File: src/rtl/unidad_busqueda_pkg.sv
// Shared fetch-stage definitions: FSM encoding, halt instruction word, and PC increment.
package unidad_busqueda_pkg;

    typedef enum logic [1:0] {
        ST_PRIME = 2'd0,
        ST_RUN   = 2'd1,
        ST_HALT  = 2'd2
    } fetch_state_t;

    localparam logic [31:0] HALT_WORD_DEFAULT = 32'hFFFF_FFFF;
    localparam int unsigned PC_INC            = 4;

endpackage

File: src/rtl/unidad_busqueda_mux_pc.sv
// Next-PC selection for the fetch stage: branch > jump > sequential > hold,
// plus a legality flag for any PC that would actually be loaded.
module mux_pc
    import unidad_busqueda_pkg::*;
#(
    parameter int NBITS  = 32,
    parameter int CELDAS = 60
) (
    input  logic [NBITS-1:0] pc,
    input  logic             branch_taken,
    input  logic [NBITS-1:0] branch_target,
    input  logic             jump,
    input  logic [NBITS-1:0] jump_target,
    input  logic             advance,
    output logic [NBITS-1:0] next_pc,
    output logic             redirect,
    output logic             move,
    output logic             illegal
);

    // One extra bit so a sequential increment past the top of the range is seen, not wrapped.
    localparam logic [NBITS:0] PC_MAX = (NBITS+1)'(CELDAS) - (NBITS+1)'(PC_INC);

    logic [NBITS:0] cand;

    always_comb begin
        redirect = branch_taken | jump;
        move     = redirect | advance;
        if (branch_taken) begin
            cand = {1'b0, branch_target};
        end else if (jump) begin
            cand = {1'b0, jump_target};
        end else if (advance) begin
            cand = {1'b0, pc} + (NBITS+1)'(PC_INC);
        end else begin
            cand = {1'b0, pc};
        end
        next_pc = cand[NBITS-1:0];
        illegal = move && ((cand > PC_MAX) || (cand[1:0] != 2'b00));
    end

endmodule

File: src/rtl/unidad_busqueda.sv
// Instruction fetch unit: PRIME/RUN/HALT FSM owning the PC, PC+4 and valid registers.
module unidad_busqueda
    import unidad_busqueda_pkg::*;
#(
    parameter int               NBITS     = 32,
    parameter int               CELDAS    = 60,
    parameter logic [NBITS-1:0] HALT_WORD = NBITS'(HALT_WORD_DEFAULT)
) (
    input  logic             i_clk,
    input  logic             i_reset_n,
    input  logic [NBITS-1:0] i_instruction,
    input  logic             i_stall,
    input  logic             i_jump,
    input  logic [NBITS-1:0] i_jump_target,
    input  logic             i_branch_taken,
    input  logic [NBITS-1:0] i_branch_target,
    input  logic             i_debug_mode,
    input  logic             i_step,
    output logic [NBITS-1:0] o_PC,
    output logic [NBITS-1:0] o_PC4,
    output logic             o_valid,
    output logic             o_halt,
    output logic             o_error,
    output fetch_state_t     fsm_state
);

    // Handshake: o_valid qualifies i_instruction/o_PC4 for IF/ID; there is no ready,
    // back-pressure arrives as i_stall, which freezes PC, PC4 and o_valid.
    fetch_state_t     state_q, state_next;
    logic [NBITS-1:0] pc_q, pc_next, pc4_q, pc4_next, mux_next;
    logic             valid_q, valid_next, error_q, error_next;
    logic             advance, redirect, move, illegal, halt_seen;

    assign advance = (~i_debug_mode | i_step) & ~i_stall;

    mux_pc #(
        .NBITS  (NBITS),
        .CELDAS (CELDAS)
    ) u_mux_pc (
        .pc            (pc_q),
        .branch_taken  (i_branch_taken),
        .branch_target (i_branch_target),
        .jump          (i_jump),
        .jump_target   (i_jump_target),
        .advance       (advance),
        .next_pc       (mux_next),
        .redirect      (redirect),
        .move          (move),
        .illegal       (illegal)
    );

    always_ff @(posedge i_clk or negedge i_reset_n) begin
        if (!i_reset_n) begin
            state_q <= ST_PRIME;
            pc_q    <= '0;
            pc4_q   <= '0;
            valid_q <= 1'b0;
            error_q <= 1'b0;
        end else begin
            state_q <= state_next;
            pc_q    <= pc_next;
            pc4_q   <= pc4_next;
            valid_q <= valid_next;
            error_q <= error_next;
        end
    end

    always_comb begin
        state_next = state_q;
        pc_next    = pc_q;
        pc4_next   = pc4_q;
        valid_next = valid_q;
        error_next = error_q;
        halt_seen  = valid_q && (i_instruction == HALT_WORD);
        unique case (state_q)
            ST_PRIME: begin
                state_next = ST_RUN;
                valid_next = 1'b0;
            end
            ST_RUN: begin
                // A redirect flushes a halt word that is still in flight.
                if (move && (redirect || !halt_seen)) begin
                    if (illegal) begin
                        state_next = ST_HALT;
                        error_next = 1'b1;
                        valid_next = 1'b0;
                    end else if (redirect) begin
                        pc_next    = mux_next;
                        valid_next = 1'b0;
                    end else begin
                        pc_next    = mux_next;
                        pc4_next   = mux_next;
                        valid_next = 1'b1;
                    end
                end else if (halt_seen) begin
                    state_next = ST_HALT;
                    valid_next = 1'b0;
                end
            end
            ST_HALT: begin
                valid_next = 1'b0;
            end
            default: begin
                state_next = ST_PRIME;
                valid_next = 1'b0;
            end
        endcase
    end

    assign o_PC      = pc_q;
    assign o_PC4     = pc4_q;
    assign o_valid   = valid_q;
    assign o_error   = error_q;
    assign o_halt    = (state_q == ST_HALT);
    assign fsm_state = state_q;

endmodule

File: config.mk
export PLATFORM = sky130hd
export DESIGN_NAME = unidad_busqueda
export DESIGN_NICKNAME = d
export VERILOG_FILES = /design/src/rtl/unidad_busqueda_pkg.sv /design/src/rtl/unidad_busqueda_mux_pc.sv /design/src/rtl/unidad_busqueda.sv
export SDC_FILE = /design/constraint.sdc
export NUM_CORES = 1
export LEC_CHECK = 0
export BUFFER_PORTS_ARGS = -buffer_cell sky130_fd_sc_hd__buf_2
export CAP_MARGIN = 20
export CORE_AREA = 2 2 72 108
export DETAILED_ROUTE_END_ITERATION = 10
export DIE_AREA = 0 0 74 110
export PLACE_DENSITY_LB_ADDON = 0.25
export SETUP_SLACK_MARGIN = 0.05
export SYNTH_ARGS = -nofsm -noshare
export SYNTH_HDL_FRONTEND = slang
export SYNTH_SLANG_ARGS = --single-unit
export TNS_END_PERCENT = 10
File: constraint.sdc
create_clock -name i_clk -period 4.4 [get_ports i_clk]
set_input_delay 1.1 -clock i_clk [delete_from_list [all_inputs] [get_ports i_clk]]
set_output_delay 1.1 -clock i_clk [all_outputs]
set_load 0.02 [all_outputs]
---- Yosys cells after proc, flatten, opt, wreduce, memory -nomap -nowiden ----
Index checks and enable logic that the tools add are counted.
cells by class
  add/subtract/negate cells ............... 1
  magnitude comparators ................... 1
  equal/unequal tests ..................... 5
  multiplexer cells ....................... 12
  bitwise operators ....................... 9
  reduce and logical (&&, ||, !) cells .... 12
operator list
  operator                 count
  $mux W33                 3
  $add A32 B3 Y33 const B  1
  $gt A33 B6 Y1 const B    1
  $eq A32 B32 Y1 const B   1
  $reduce_and A3 Y1        3
  $mux W2                  3
  $ne A3 B3 Y1 const B     2
  $pmux W2 S3              1
  $mux W1                  5
  $not A1 Y1               5
  $reduce_and A4 Y1        1
  $logic_and A1 B1 Y1      3
  $or A1 B1 Y1             3
  $eq A2 B1 Y1 const B     1
  $eq A2 B2 Y1 const B     1
  $logic_not A2 Y1         1
  $logic_or A1 B1 Y1       2
  $reduce_bool A2 Y1       1
  $and A1 B1 Y1            1
  $logic_not A1 Y1         1
word-level totals
  register bits ........................... 68
  bits of input ports ..................... 103
  output and inout port bits .............. 69
  logic and storage cells ................. 45

---- Logic depth before layout (Yosys ltp) ----
Gate-level depths: netlist of run 1.
  depth in word-level cells ............... 12
  mapped depth ............................ 11
  depth with buffers taken out ............ 9

---- By module ----
From an unflattened synthesis of run 1, not the netlist that was laid out.
second synthesis, totals
  cell total of the unflattened synthesis .. 646
  area, all modules ....................... 5,564.1 um^2
modules (own cells, without submodules)
  module           times used  cells each  area an instance (um^2)  sequential area each (um^2)
  unidad_busqueda  1           402         4,065.1                  1,701.6
  mux_pc           1           244         1,498.9                  0.0

---- Least setup slack after synthesis of run 1 ----
OpenSTA, ideal clock, no wires.
  kind .................................... input to register
  from .................................... input i_stall
  to ...................................... register pc4_q[5], in the netlist o_PC4[5]
  library setup time ...................... 0.127 ns
  arrival ................................. 3.453 ns
  data required time ...................... 4.273 ns
  setup slack ............................. 0.819 ns
  cell stages on the path ................. 10
  buffers on the path ..................... 2
  cells stage by stage .................... nand2b_1 buf_2 nor3_1 nand4_1 xnor2_1 nor4_2 nand3_1 nor4_4 buf_6 mux2_1
on the way
  word-level cells in the longest chain between the ends .. 10
  elaborated cells between the ends (all ways) .. 13
  those cells by class .................... order compare: 1; mux: 3; bitwise: 4; reduce/logical: 5
RTL lines
  item                                                 line                          RTL
  from (decl)                                          unidad_busqueda.sv:12         input logic i_stall,
  $not A1 Y1 (*)                                       unidad_busqueda.sv:34         assign advance = (~i_debug_mode | i_step) & ~i_stall;
  $and A1 B1 Y1 (*)                                    unidad_busqueda.sv:34
  $mux W33                                             unidad_busqueda_mux_pc.sv:33  end else if (advance) begin
  $mux W33                                             unidad_busqueda_mux_pc.sv:31  end else if (jump) begin
  $mux W33                                             unidad_busqueda_mux_pc.sv:29  if (branch_taken) begin
  $gt A33 B6 Y1 or $reduce_bool A2 Y1 (tied branches)  unidad_busqueda_mux_pc.sv:39  illegal = move && ((cand > PC_MAX) || (cand[1:0] != 2'b00));
  $logic_or A1 B1 Y1                                   unidad_busqueda_mux_pc.sv:39
  $logic_and A1 B1 Y1                                  unidad_busqueda_mux_pc.sv:39
  $not A1 Y1 (no line)                                 n/a
  $reduce_and A4 Y1 (no line)                          n/a
  to (signal assigned)                                 unidad_busqueda.sv:62         pc4_q <= pc4_next;
  to (decl)                                            unidad_busqueda.sv:30         logic [NBITS-1:0] pc_q, pc_next, pc4_q, pc4_next, mux_next;
Every way passes the cells marked *; elsewhere a longest branch is shown, timed or not.
A chain may end at the register's enable or synchronous reset.

---- Final worst setup path of run 1 ----
  from .................................... input i_stall
  to ...................................... register pc_q[10], in the netlist o_PC[10]
on the way
  word-level cells in the longest chain between the ends .. 10
  elaborated cells between the ends (all ways) .. 13
  those cells by class .................... order compare: 1; mux: 3; bitwise: 4; reduce/logical: 5
RTL lines
  item                                                 line                          RTL
  $not A1 Y1 (*)                                       unidad_busqueda.sv:34
  $and A1 B1 Y1 (*)                                    unidad_busqueda.sv:34
  $mux W33                                             unidad_busqueda_mux_pc.sv:33
  $mux W33                                             unidad_busqueda_mux_pc.sv:31
  $mux W33                                             unidad_busqueda_mux_pc.sv:29
  $gt A33 B6 Y1 or $reduce_bool A2 Y1 (tied branches)  unidad_busqueda_mux_pc.sv:39
  $logic_or A1 B1 Y1                                   unidad_busqueda_mux_pc.sv:39
  $logic_and A1 B1 Y1                                  unidad_busqueda_mux_pc.sv:39
  $not A1 Y1 (no line)                                 n/a
  $reduce_and A3 Y1 (no line)                          n/a
  to (signal assigned)                                 unidad_busqueda.sv:61         pc_q <= pc_next;
  to (decl)                                            unidad_busqueda.sv:30
Marked as above.

==> flow_metrics.py, run 1 <==
metrics = {
    "timing": {
        "fmax_ghz": 0.267,
        "finalSetupViolations": 0,
        "slew_violations": 0,
        "final_hold_viol_count": 0,
        "worst_pin_slew_ns": 0.954,
        "fin_crit_sh_pct": 85.0,
        "finalCriticalPeriod_ns": 3.74,
        "setup_slack_ns": 0.658,
        "rsz0062_at_grt": "no",
        "tns_ns": 0,
        "finClkSkew_ns": 0.00928,
        "slew_headroom_pct": 36.4,
    },
    "setup_path": {
        "critical_path.top_delay_family": "simple AND/OR/NAND/NOR gates",
        "end_kind": "flip-flop",
        "required_ns": 4.62,
        "cp_slowest_cell": "nor3_1",
        "start_kind": "input port",
        "crit_arrival_ns": 3.96,
        "crit_buf_inv": 2,
        "cp_cell_sequence": "buf_2, nand2b_1, nor3_1, nand4_1, xnor2_1, nor4_2, a31oi_1, nor3_4, buf_4, nor2b_1",
        "worstSetupPathType": "in2reg",
        "path_max_fanout": 22,
        "worst_path_largest_cell_delay_ns": 0.64,
    },
    "place": {
        "dpl_worst_slack_ns": 0.335,
        "hpwl_microns": 7640,
        "dpl-instance-area_sq_mm": 0.00443,
        "gp_congestion": 0.933,
        "placement.io_buffers": 171,
    },
    "synth": {
        "syn_avg_cell_area_sq_um": 9.96,
        "synth_area_sq_mm": 0.00348,
        "ys.flop_type": "dfrtp_1",
        "seq_area_frac_synth_pct": 49.0,
        "yosysWarnings": 0,
        "syn-num-nets": 453,
        "synth_top_area_share_pct": 49.0,
        "yosys.cell_types.count": 59,
        "synth.largest_area_cell": "dfrtp_1",
        "ys_top_cells_by_count": "dfrtp_1, nor2b_1, nand2_1",
        "synth_most_common_cell": "dfrtp_1",
        "ys_async_sr_fraction_pct": 100,
        "synthCells": 349,
        "synth_area_leaders": "dfrtp_1, nor2b_1, nor4_1, nand4_1, nand2_1",
        "yosys_register_bits": 68,
        "synth_edf_count": 0,
    },
    "drt": {
        "top_layer": "met4",
        "via_per_inst": 5.35,
        "drt-initial-drc-count": 176,
        "wl_met1_microns": 3880,
        "route.vias.total": 3347,
        "wl_met2_microns": 4960,
        "route.met3.wl_microns": 608,
        "drt_pass1_iterations": 5,
        "drc": 0,
        "wl_per_cell_microns": 15.4,
        "drt_wl_total_microns": 9640,
        "drtAntennaViolNets": 0,
    },
    "clock_network": {
        "cts-root-buf": "clkbuf_8",
        "cts_max_level": 3,
        "post_cts_buffers": 0,
        "ctsHoldBuffers": 0,
        "cts.sinks": 68,
        "cts_tree": "done",
        "clk_latency_ns": 0.35,
        "clkTransAtPathRegs_ns": 0.07,
        "clock_path_buffers": 2,
        "numCtsBuffers": 9,
        "ctsResizeCount": 0,
    },
    "global_routing": {
        "antenna_found_initial": 0,
        "grt_pass1_vias": 3391,
        "grt_max_degree": 45,
        "gr-total-overflow": 0,
        "grt_pass1_wl_microns": 15800,
        "grt_usage_pct": 25.4,
    },
    "flow_run": {
        "drv_cap": 0,
    },
    "pwr": {
        "powerDensity_mw_per_mm2": 262,
        "ir_drop_uv": 261,
        "leakagePower_uw": 0.00242,
    },
    "floorplan": {
        "rows": 38,
        "fp.dieArea_sq_mm": 0.00814,
        "die_y_microns": 110,
        "die-width_microns": 74,
        "core_area_sq_mm": 0.00718,
        "ios": 172,
        "initial_utilization_pct": 48.4,
    },
    "finish": {
        "syn2layout_area_growth_pct": 32.8,
        "drive_gt1_share_pct": 39.4,
        "finalInstanceArea_sq_mm": 0.00462,
        "antenna_cells": 0,
        "finalNetCount": 626,
    },
    "status": {
        "outcome": "finished, final reports clean",
    },
    "min_path": {
        "hold_class": "reg2reg",
    },
}
[per-layer routing]
layer / global-route usage [%] / vias up
met2: 42.6 / 129
met1: 29.8 / 1590
li1: - / 1612
met4: 11.7 / 0
met5: 0 / -
met3: 7.00 / 16
[sequential cells by signal, summed over array words and instances (netlist names)]
name       flops
o_valid        1
o_error        1
o_PC4         32
o_PC          32
fsm_state      2
[worst reg2reg max path: stages, from the launching register on]
cell	delay, ns
dfrtp_1	0.55
nand2_1	0.18
or3_1	0.51
nor3_2	0.29
o2111ai_1	0.14
a211oi_1	0.36
a31oi_1	0.21
nor3_4	0.49
buf_4	0.35
nor2b_1	0.10
[final timing paths]
| path | start | slack [ns] | depth (start not counted) | to |
|---|---|---|---|---|
| worst max register to register | o_PC[6]$_DFFE_PN0P_ | 1.11 | 9 | o_PC[10]$_DFFE_PN0P_ |
| worst min-delay path | o_error$_DFFE_PN0P_ | 0.48 | 1 | o_error$_DFFE_PN0P_ |
| min in group asynchronous | i_reset_n | 0.90 | 1 | o_PC[26]$_DFFE_PN0P_ |
| worst max-delay path | i_stall | 0.66 | 10 | o_PC[10]$_DFFE_PN0P_ |
| max in group asynchronous | i_reset_n | 2.61 | 2 | o_PC4[7]$_DFFE_PN0P_ |
| worst min register to register | o_error$_DFFE_PN0P_ | 0.48 | 1 | o_error$_DFFE_PN0P_ |
[kinds of logic after synthesis]
| family | count (synthesis) | synth area share [%] |
|---|---|---|
| buf+inv | 20 | 2.81 |
| compound gates | 37 | 7.78 |
| xor+xnor | 11 | 2.77 |
| fa+ha+maj | 1 | 0.360 |
| mux | 11 | 3.49 |
| simple gates | 201 | 33.8 |
| flops | 68 | 49.0 |
[cell type report]
class	count	area (sq um)
clock buffers	11	141
clock inverters	4	50.0
fillers	637	2560
inverters	6	22.5
multi-input cells	261	1680
flip-flops and latches	68	1700
well taps	100	125
repair buffers	176	893
[report_power, final]
part / total (uW) / switching [uW] / internal (uW) / leakage, uW
Sequential: 625 / 0 / 625 / 0.000930
Clock: 496 / 223 / 273 / 0.0000914
Combinational: 89.3 / 46.2 / 43.2 / 0.00140
[cell usage in the layout, fill, tap and decap left out, types with 3 or more instances in the layout]
cell      netlist  layout
nor3_1         16      16
or3_1           5       5
nor2b_1        56      56
nand4_1        18      18
a21oi_1         4       4
o21ai_0         6       6
nand2_1        25      25
xnor2_1         9       9
mux2_2          7       7
and3_1          3       3
nor2_1         20      20
dfrtp_1        68      68
clkbuf_8        0      10
a211oi_1        3       3
o31a_1          3       3
nand2b_1        5       5
inv_1           6       6
nand3_1        13      13
nor4_1         21      21
buf_2           9     171
buf_4           1       5
[per-stage QoR]
step	cells	total power, uW	util (%)	hold WS, ns
6_report	626	1210	64.3	0.477
5_1_grt	626	1260	64.3	0.515
4_1_cts	626	1220	64.3	0.482
3_5_place_dp	611	726	61.6	0.461
3_3_place_gp	611	724	61.6	0.457
2_1_floorplan	349	660	-	0.592
Power figures use the tool's default switching activity.
==> inputs of run 2 (changes only) <==
--- a/config.mk
+++ b/config.mk
@@ -7,9 +7,9 @@
 export LEC_CHECK = 0
 export BUFFER_PORTS_ARGS = -buffer_cell sky130_fd_sc_hd__buf_2
 export CAP_MARGIN = 20
-export CORE_AREA = 2 2 72 108
+export CORE_AREA = 2 2 83 93
 export DETAILED_ROUTE_END_ITERATION = 10
-export DIE_AREA = 0 0 74 110
+export DIE_AREA = 0 0 85 95
 export PLACE_DENSITY_LB_ADDON = 0.25
 export SETUP_SLACK_MARGIN = 0.05
 export SYNTH_ARGS = -nofsm -noshare
==> run 2 against run 1 <==
  * Non-clock buffer count is 2 higher
  * Utilization hardly changed
  * Flip-flop and latch count stayed put
  * Die area is 0.80% lower
  * Cell area is 0.60% higher
==> flow_metrics.py, run 2 (synthesized netlist as in run 1, its figures left out) <==
metrics = {
    "drt": {
        "drt_pass1_iterations": 4,
        "drt_wl_total_microns": 9850,
        "wl_per_cell_microns": 16.0,
        "drc": 0,
        "drtAntennaViolNets": 0,
        "via_per_inst": 5.38,
        "route.vias.total": 3316,
        "drt-initial-drc-count": 146,
    },
    "setup_path": {
        "required_ns": 4.63,
        "cp_slowest_cell": "or3_4",
        "r2r_slack_ns": 1.23,
        "cp_cell_sequence": "buf_2, nand2b_1, or3_4, nor4b_2, a211oi_1, o41ai_1, nand3_1, nor4_4, buf_4, nor2b_1",
        "worstSetupPathType": "in2reg",
        "worst_r2r_endpoint": "o_PC4[27]$_DFFE_PN0P_",
        "cp-endpoint": "o_PC4[27]$_DFFE_PN0P_",
        "path_max_fanout": 29,
        "startpoint": "i_stall",
        "end_kind": "flip-flop",
        "worst_path_largest_cell_delay_ns": 0.45,
        "cp.depth": 10,
        "crit_buf_inv": 2,
        "reg2regPathDepth": 9,
        "r2r-start": "o_PC[6]$_DFFE_PN0P_",
        "start_kind": "input port",
        "crit_arrival_ns": 3.81,
        "critical_path.top_delay_family": "simple AND/OR/NAND/NOR gates",
    },
    "floorplan": {
        "initial_utilization_pct": 48.1,
        "core_area_sq_mm": 0.00723,
        "die_y_microns": 95,
        "fp.dieArea_sq_mm": 0.00808,
        "ios": 172,
        "die-width_microns": 85,
        "rows": 33,
    },
    "finish": {
        "stdcell_count": 616,
        "drive_gt1_share_pct": 39.9,
        "finalInstanceArea_sq_mm": 0.00464,
        "layout_common_cells": "buf_2, dfrtp_1, nor2b_1",
        "finalNetCount": 628,
        "syn2layout_area_growth_pct": 33.6,
        "antenna_cells": 0,
        "fillers": 629,
        "final_common_cell": "buf_2",
    },
    "pwr": {
        "powerDensity_mw_per_mm2": 271,
        "ir_drop_uv": 277,
        "leakagePower_uw": 0.00245,
    },
    "global_routing": {
        "grt_busiest_layer": "met2",
        "grt.met1_usage_pct": 35.9,
        "grt_max_degree": 34,
        "gr-total-overflow": 0,
        "grt_pass1_wl_microns": 16100,
        "grt_pass1_vias": 3267,
        "gr-usage-met2_pct": 38.0,
        "grtUsageMet3_pct": 6.99,
        "antenna_found_initial": 0,
        "grt_usage_pct": 25.3,
    },
    "place": {
        "dpl-instance-area_sq_mm": 0.00444,
        "placement.io_buffers": 171,
        "place_inst": 600,
        "hpwl_microns": 7740,
        "gp_congestion": 0.865,
    },
    "timing": {
        "finalSetupViolations": 0,
        "rsz0062_at_grt": "no",
        "slew_headroom_pct": 63.2,
        "fin_crit_sh_pct": 81.4,
        "finalCriticalPeriod_ns": 3.58,
        "tns_ns": 0,
        "slew_violations": 0,
        "final_hold_viol_count": 0,
        "fmax_ghz": 0.279,
        "finClkSkew_ns": 0.0175,
        "worst_pin_slew_ns": 0.547,
    },
    "clock_network": {
        "clk_latency_ns": 0.36,
        "clock_path_buffers": 2,
        "cts-root-buf": "clkbuf_8",
        "cts_tree": "done",
        "post_cts_buffers": 0,
        "ctsHoldBuffers": 0,
        "cts.sinks": 68,
        "ctsResizeCount": 0,
        "cts_max_level": 3,
        "numCtsBuffers": 9,
        "clkTransAtPathRegs_ns": 0.08,
    },
    "flow_run": {
        "drv_cap": 0,
    },
    "min_path": {
        "hold_class": "reg2reg",
    },
    "status": {
        "outcome": "finished, final reports clean",
    },
}
==> run 2: cell count changes in the layout (fill, tap and decap cells not counted), sizes merged <==
| cell | before | now |
|---|---|---|
| inv | 6 | 9 |
| buf | 176 | 178 |
| clkinv | 1 | 2 |
| clkbuf | 11 | 9 |
| clkinvlp | 2 | 1 |
==> run 2: per-stage QoR <==
stage | util (%) | setup slack [ns] | hold slack, ns | total power [uW]
5_1_grt | 64.3 | 0.438 | 0.491 | 1300
3_5_place_dp | 61.4 | 0.449 | 0.457 | 728
4_1_cts | 64.3 | 0.824 | 0.478 | 1270
3_3_place_gp | 61.1 | 0.539 | 0.462 | 724
6_report | 64.3 | 0.817 | 0.472 | 1260
2_1_floorplan | - | 0.819 | 0.592 | 660
==> run 2: worst register-to-register path: stages, from the launching register on <==
cell	delay [ns]
dfrtp_1	0.53
nand2_1	0.16
or3_1	0.50
nor3_2	0.25
o2111ai_1	0.14
a211oi_1	0.40
nand3_1	0.18
nor4_4	0.44
buf_4	0.37
nor2b_1	0.09
==> run 2: how the worst min path moves through the flow <==
stage,depth (start not counted),slack [ns],endpoint,start
after global routing,1,0.49,o_error$_DFFE_PN0P_,o_error$_DFFE_PN0P_
after CTS,1,0.48,o_error$_DFFE_PN0P_,o_error$_DFFE_PN0P_
after detailed placement,1,0.46,o_error$_DFFE_PN0P_,o_error$_DFFE_PN0P_
final,1,0.47,o_error$_DFFE_PN0P_,o_error$_DFFE_PN0P_
after floorplan,1,0.59,o_error$_DFFE_PN0P_,o_error$_DFFE_PN0P_
after global placement,1,0.46,o_error$_DFFE_PN0P_,o_error$_DFFE_PN0P_
==> run 2: area by class of cell <==
class | count | area, sq um | share of cell area [%]
Tap cell | 87 | 109 | 2.34
Sequential cell | 68 | 1700 | 36.6
Clock buffer | 9 | 124 | 2.67
Clock inverter | 7 | 83.8 | 1.80
Timing Repair Buffer | 178 | 921 | 19.8
Multi-Input combinational cell | 261 | 1680 | 36.2
Inverter | 6 | 22.5 | 0.485
==> run 2: routing by layer <==
| metal | vias up | wire length [microns] |
|---|---|---|
| met5 | - | 0 |
| met4 | 0 | 119 |
| met3 | 16 | 661 |
| met2 | 107 | 4470 |
| met1 | 1579 | 4590 |
| li1 | 1614 | - |
==> run 2: power by group <==
| group | total [uW] | leakage, uW | switching, uW | internal (uW) |
|---|---|---|---|---|
| Sequential | 624 | 0.000930 | 0 | 624 |
| Clock | 542 | 0.000102 | 270 | 271 |
| Combinational | 92.0 | 0.00142 | 46.9 | 45.0 |
| Total | 1260 | 0.00245 | 317 | 941 |
==> inputs of run 3 (changes only) <==
--- a/config.mk
+++ b/config.mk
@@ -7,9 +7,9 @@
 export LEC_CHECK = 0
 export BUFFER_PORTS_ARGS = -buffer_cell sky130_fd_sc_hd__buf_2
 export CAP_MARGIN = 20
-export CORE_AREA = 2 2 83 93
+export CORE_AREA = 2 2 86 97
 export DETAILED_ROUTE_END_ITERATION = 10
-export DIE_AREA = 0 0 85 95
+export DIE_AREA = 0 0 88 99
 export PLACE_DENSITY_LB_ADDON = 0.25
 export SETUP_SLACK_MARGIN = 0.05
 export SYNTH_ARGS = -nofsm -noshare
==> constraint.sdc (replaced) <==
create_clock -name i_clk -period 3.3 [get_ports i_clk]
set_input_delay 0.825 -clock i_clk [delete_from_list [all_inputs] [get_ports i_clk]]
set_output_delay 0.825 -clock i_clk [all_outputs]
set_load 0.02 [all_outputs]
==> run 3 against run 2 <==
  * Via count rose by 3.8%
  * Wire length down 0.24%
  * Worst setup slack got worse by 0.57 ns
  * Critical path depth increased by 1
  * Sequential power increased by 33%
  * Critical path type unchanged
  * Largest cell class is now multi-input combinational cells
==> flow_metrics.py, run 3 (synthesized netlist as in run 1, its figures left out) <==
metrics = {
    "global_routing": {
        "antenna_found_initial": 0,
        "gr-total-overflow": 0,
        "grt_max_degree": 48,
        "grt_usage_pct": 23.8,
        "grt_pass1_wl_microns": 16200,
        "grt_pass1_vias": 3372,
    },
    "timing": {
        "hold_slack_ns": 0.414,
        "rsz0062_at_grt": "yes",
        "finClkSkew_ns": 0.0118,
        "fin_crit_sh_pct": 92.4,
        "setup_slack_ns": 0.251,
        "final_hold_viol_count": 0,
        "finalSetupViolations": 0,
        "slew_headroom_pct": 60.7,
        "slew_violations": 0,
        "finalCriticalPeriod_ns": 3.05,
        "worst_pin_slew_ns": 0.590,
        "fmax_ghz": 0.328,
    },
    "clock_network": {
        "ctsHoldBuffers": 0,
        "numCtsBuffers": 9,
        "ctsResizeCount": 0,
        "clock_path_buffers": 2,
        "cts_tree": "done",
        "cts_max_level": 3,
        "post_cts_buffers": 0,
        "clk_latency_ns": 0.36,
        "cts.sinks": 68,
        "cts-root-buf": "clkbuf_8",
        "clkTransAtPathRegs_ns": 0.08,
    },
    "setup_path": {
        "path_max_fanout": 7,
        "worstSetupPathType": "in2reg",
        "worst_r2r_endpoint": "o_PC[3]$_DFFE_PN0P_",
        "critical_path.top_delay_family": "simple AND/OR/NAND/NOR gates",
        "start_kind": "input port",
        "worst_path_largest_cell_delay_ns": 0.38,
        "crit_buf_inv": 3,
        "startpoint": "i_debug_mode",
        "required_ns": 3.54,
        "end_kind": "flip-flop",
        "cp_cell_sequence": "buf_2, nor2b_2, buf_12, nor3_1, and4_1, a211oi_1, o41ai_1, nand3_1, buf_4, nor3_4, mux2_2",
        "cp.depth": 11,
        "r2r-start": "o_PC[3]$_DFFE_PN0P_",
        "cp-endpoint": "o_PC[3]$_DFFE_PN0P_",
        "cp_slowest_cell": "mux2_2",
        "crit_arrival_ns": 3.29,
        "r2r_slack_ns": 0.26,
        "reg2regPathDepth": 10,
    },
    "pwr": {
        "total_power_uw": 1810,
        "leakagePower_uw": 0.00256,
        "powerDensity_mw_per_mm2": 372,
        "ir_drop_uv": 284,
    },
    "floorplan": {
        "core_area_sq_mm": 0.00770,
        "die_y_microns": 99,
        "fp.dieArea_sq_mm": 0.00871,
        "initial_utilization_pct": 45.1,
        "die-width_microns": 88,
        "rows": 34,
        "ios": 172,
    },
    "drt": {
        "drc": 0,
        "route.vias.total": 3443,
        "drtAntennaViolNets": 0,
        "drt_pass1_iterations": 4,
        "via_per_inst": 5.26,
        "drt-initial-drc-count": 154,
        "wl_per_cell_microns": 15.0,
        "drt_wl_total_microns": 9820,
    },
    "flow_run": {
        "drv_cap": 0,
    },
    "finish": {
        "finalCoreUtilization_pct": 63.3,
        "final_common_cell": "buf_2",
        "multi_input_area_sq_mm": 0.00171,
        "layout_common_cells": "buf_2, dfrtp_1, nor2b_1",
        "antenna_cells": 0,
        "syn2layout_area_growth_pct": 40.2,
        "drive_gt1_share_pct": 42.9,
        "fillers": 659,
        "seq_area_sq_mm": 0.00170,
        "finalNetCount": 645,
    },
    "place": {
        "dpl_worst_slack_ns": -0.0911,
        "hpwl_microns": 7600,
        "gp_congestion": 0.921,
        "placement.io_buffers": 171,
    },
    "status": {
        "outcome": "finished, final reports clean",
    },
    "min_path": {
        "hold_class": "in2async",
    },
}
[run 3: cell types whose count changed in the layout (fill, tap and decap cells not counted), sizes merged]
cell,change
buf,+17
bufinv,+2
clkinv,-1
clkinvlp,+1
inv,-2
[run 3: worst min-delay path by stage]
stage                         from                       end  slack (ns)  cells past startpoint
2_1_floorplan            i_reset_n  fsm_state[0]$_DFFE_PN0P_        0.53                      0
5_1_grt                  i_reset_n       o_PC[7]$_DFFE_PN0P_        0.45                      1
4_1_cts                  i_reset_n       o_PC[7]$_DFFE_PN0P_        0.42                      1
6_report                 i_reset_n       o_PC[7]$_DFFE_PN0P_        0.41                      1
3_3_place_gp   o_error$_DFFE_PN0P_       o_error$_DFFE_PN0P_        0.46                      1
3_5_place_dp   o_error$_DFFE_PN0P_       o_error$_DFFE_PN0P_        0.46                      1
[run 3: final cells by class]
class	instances	share of cell area, %
clock buffer	9	2.54
clock inverter	7	2.52
inverter	6	0.462
multi-input combinational	261	35.1
sequential	68	34.9
tap	108	2.77
timing repair buffer	195	21.7
[run 3: power by group]
part,leakage [uW],switching [uW],internal (uW)
clock network,0.000116,347,505
registers,0.000930,0,832
logic,0.00151,63.2,63.9
total,0.00256,410,1400
[run 3: routing by layer]
metal | share of wire (%) | global-route usage (%) | up-vias
li1 | - | - | 1652
met1 | 44 | 32.1 | 1648
met2 | 48 | 36.9 | 126
met3 | 6.1 | 6.53 | 17
met4 | 1.8 | 8.05 | 0
met5 | 0 | 0 | -
[run 3: through the flow]
step	cell area (sq um)	TNS (ns)	std cells
finish	4870	0	654
global route	4870	0	654
CTS	4870	0	654
detailed placement	4620	-3.64	638
global placement	4620	-1.89	638
floorplan	3510	0	349
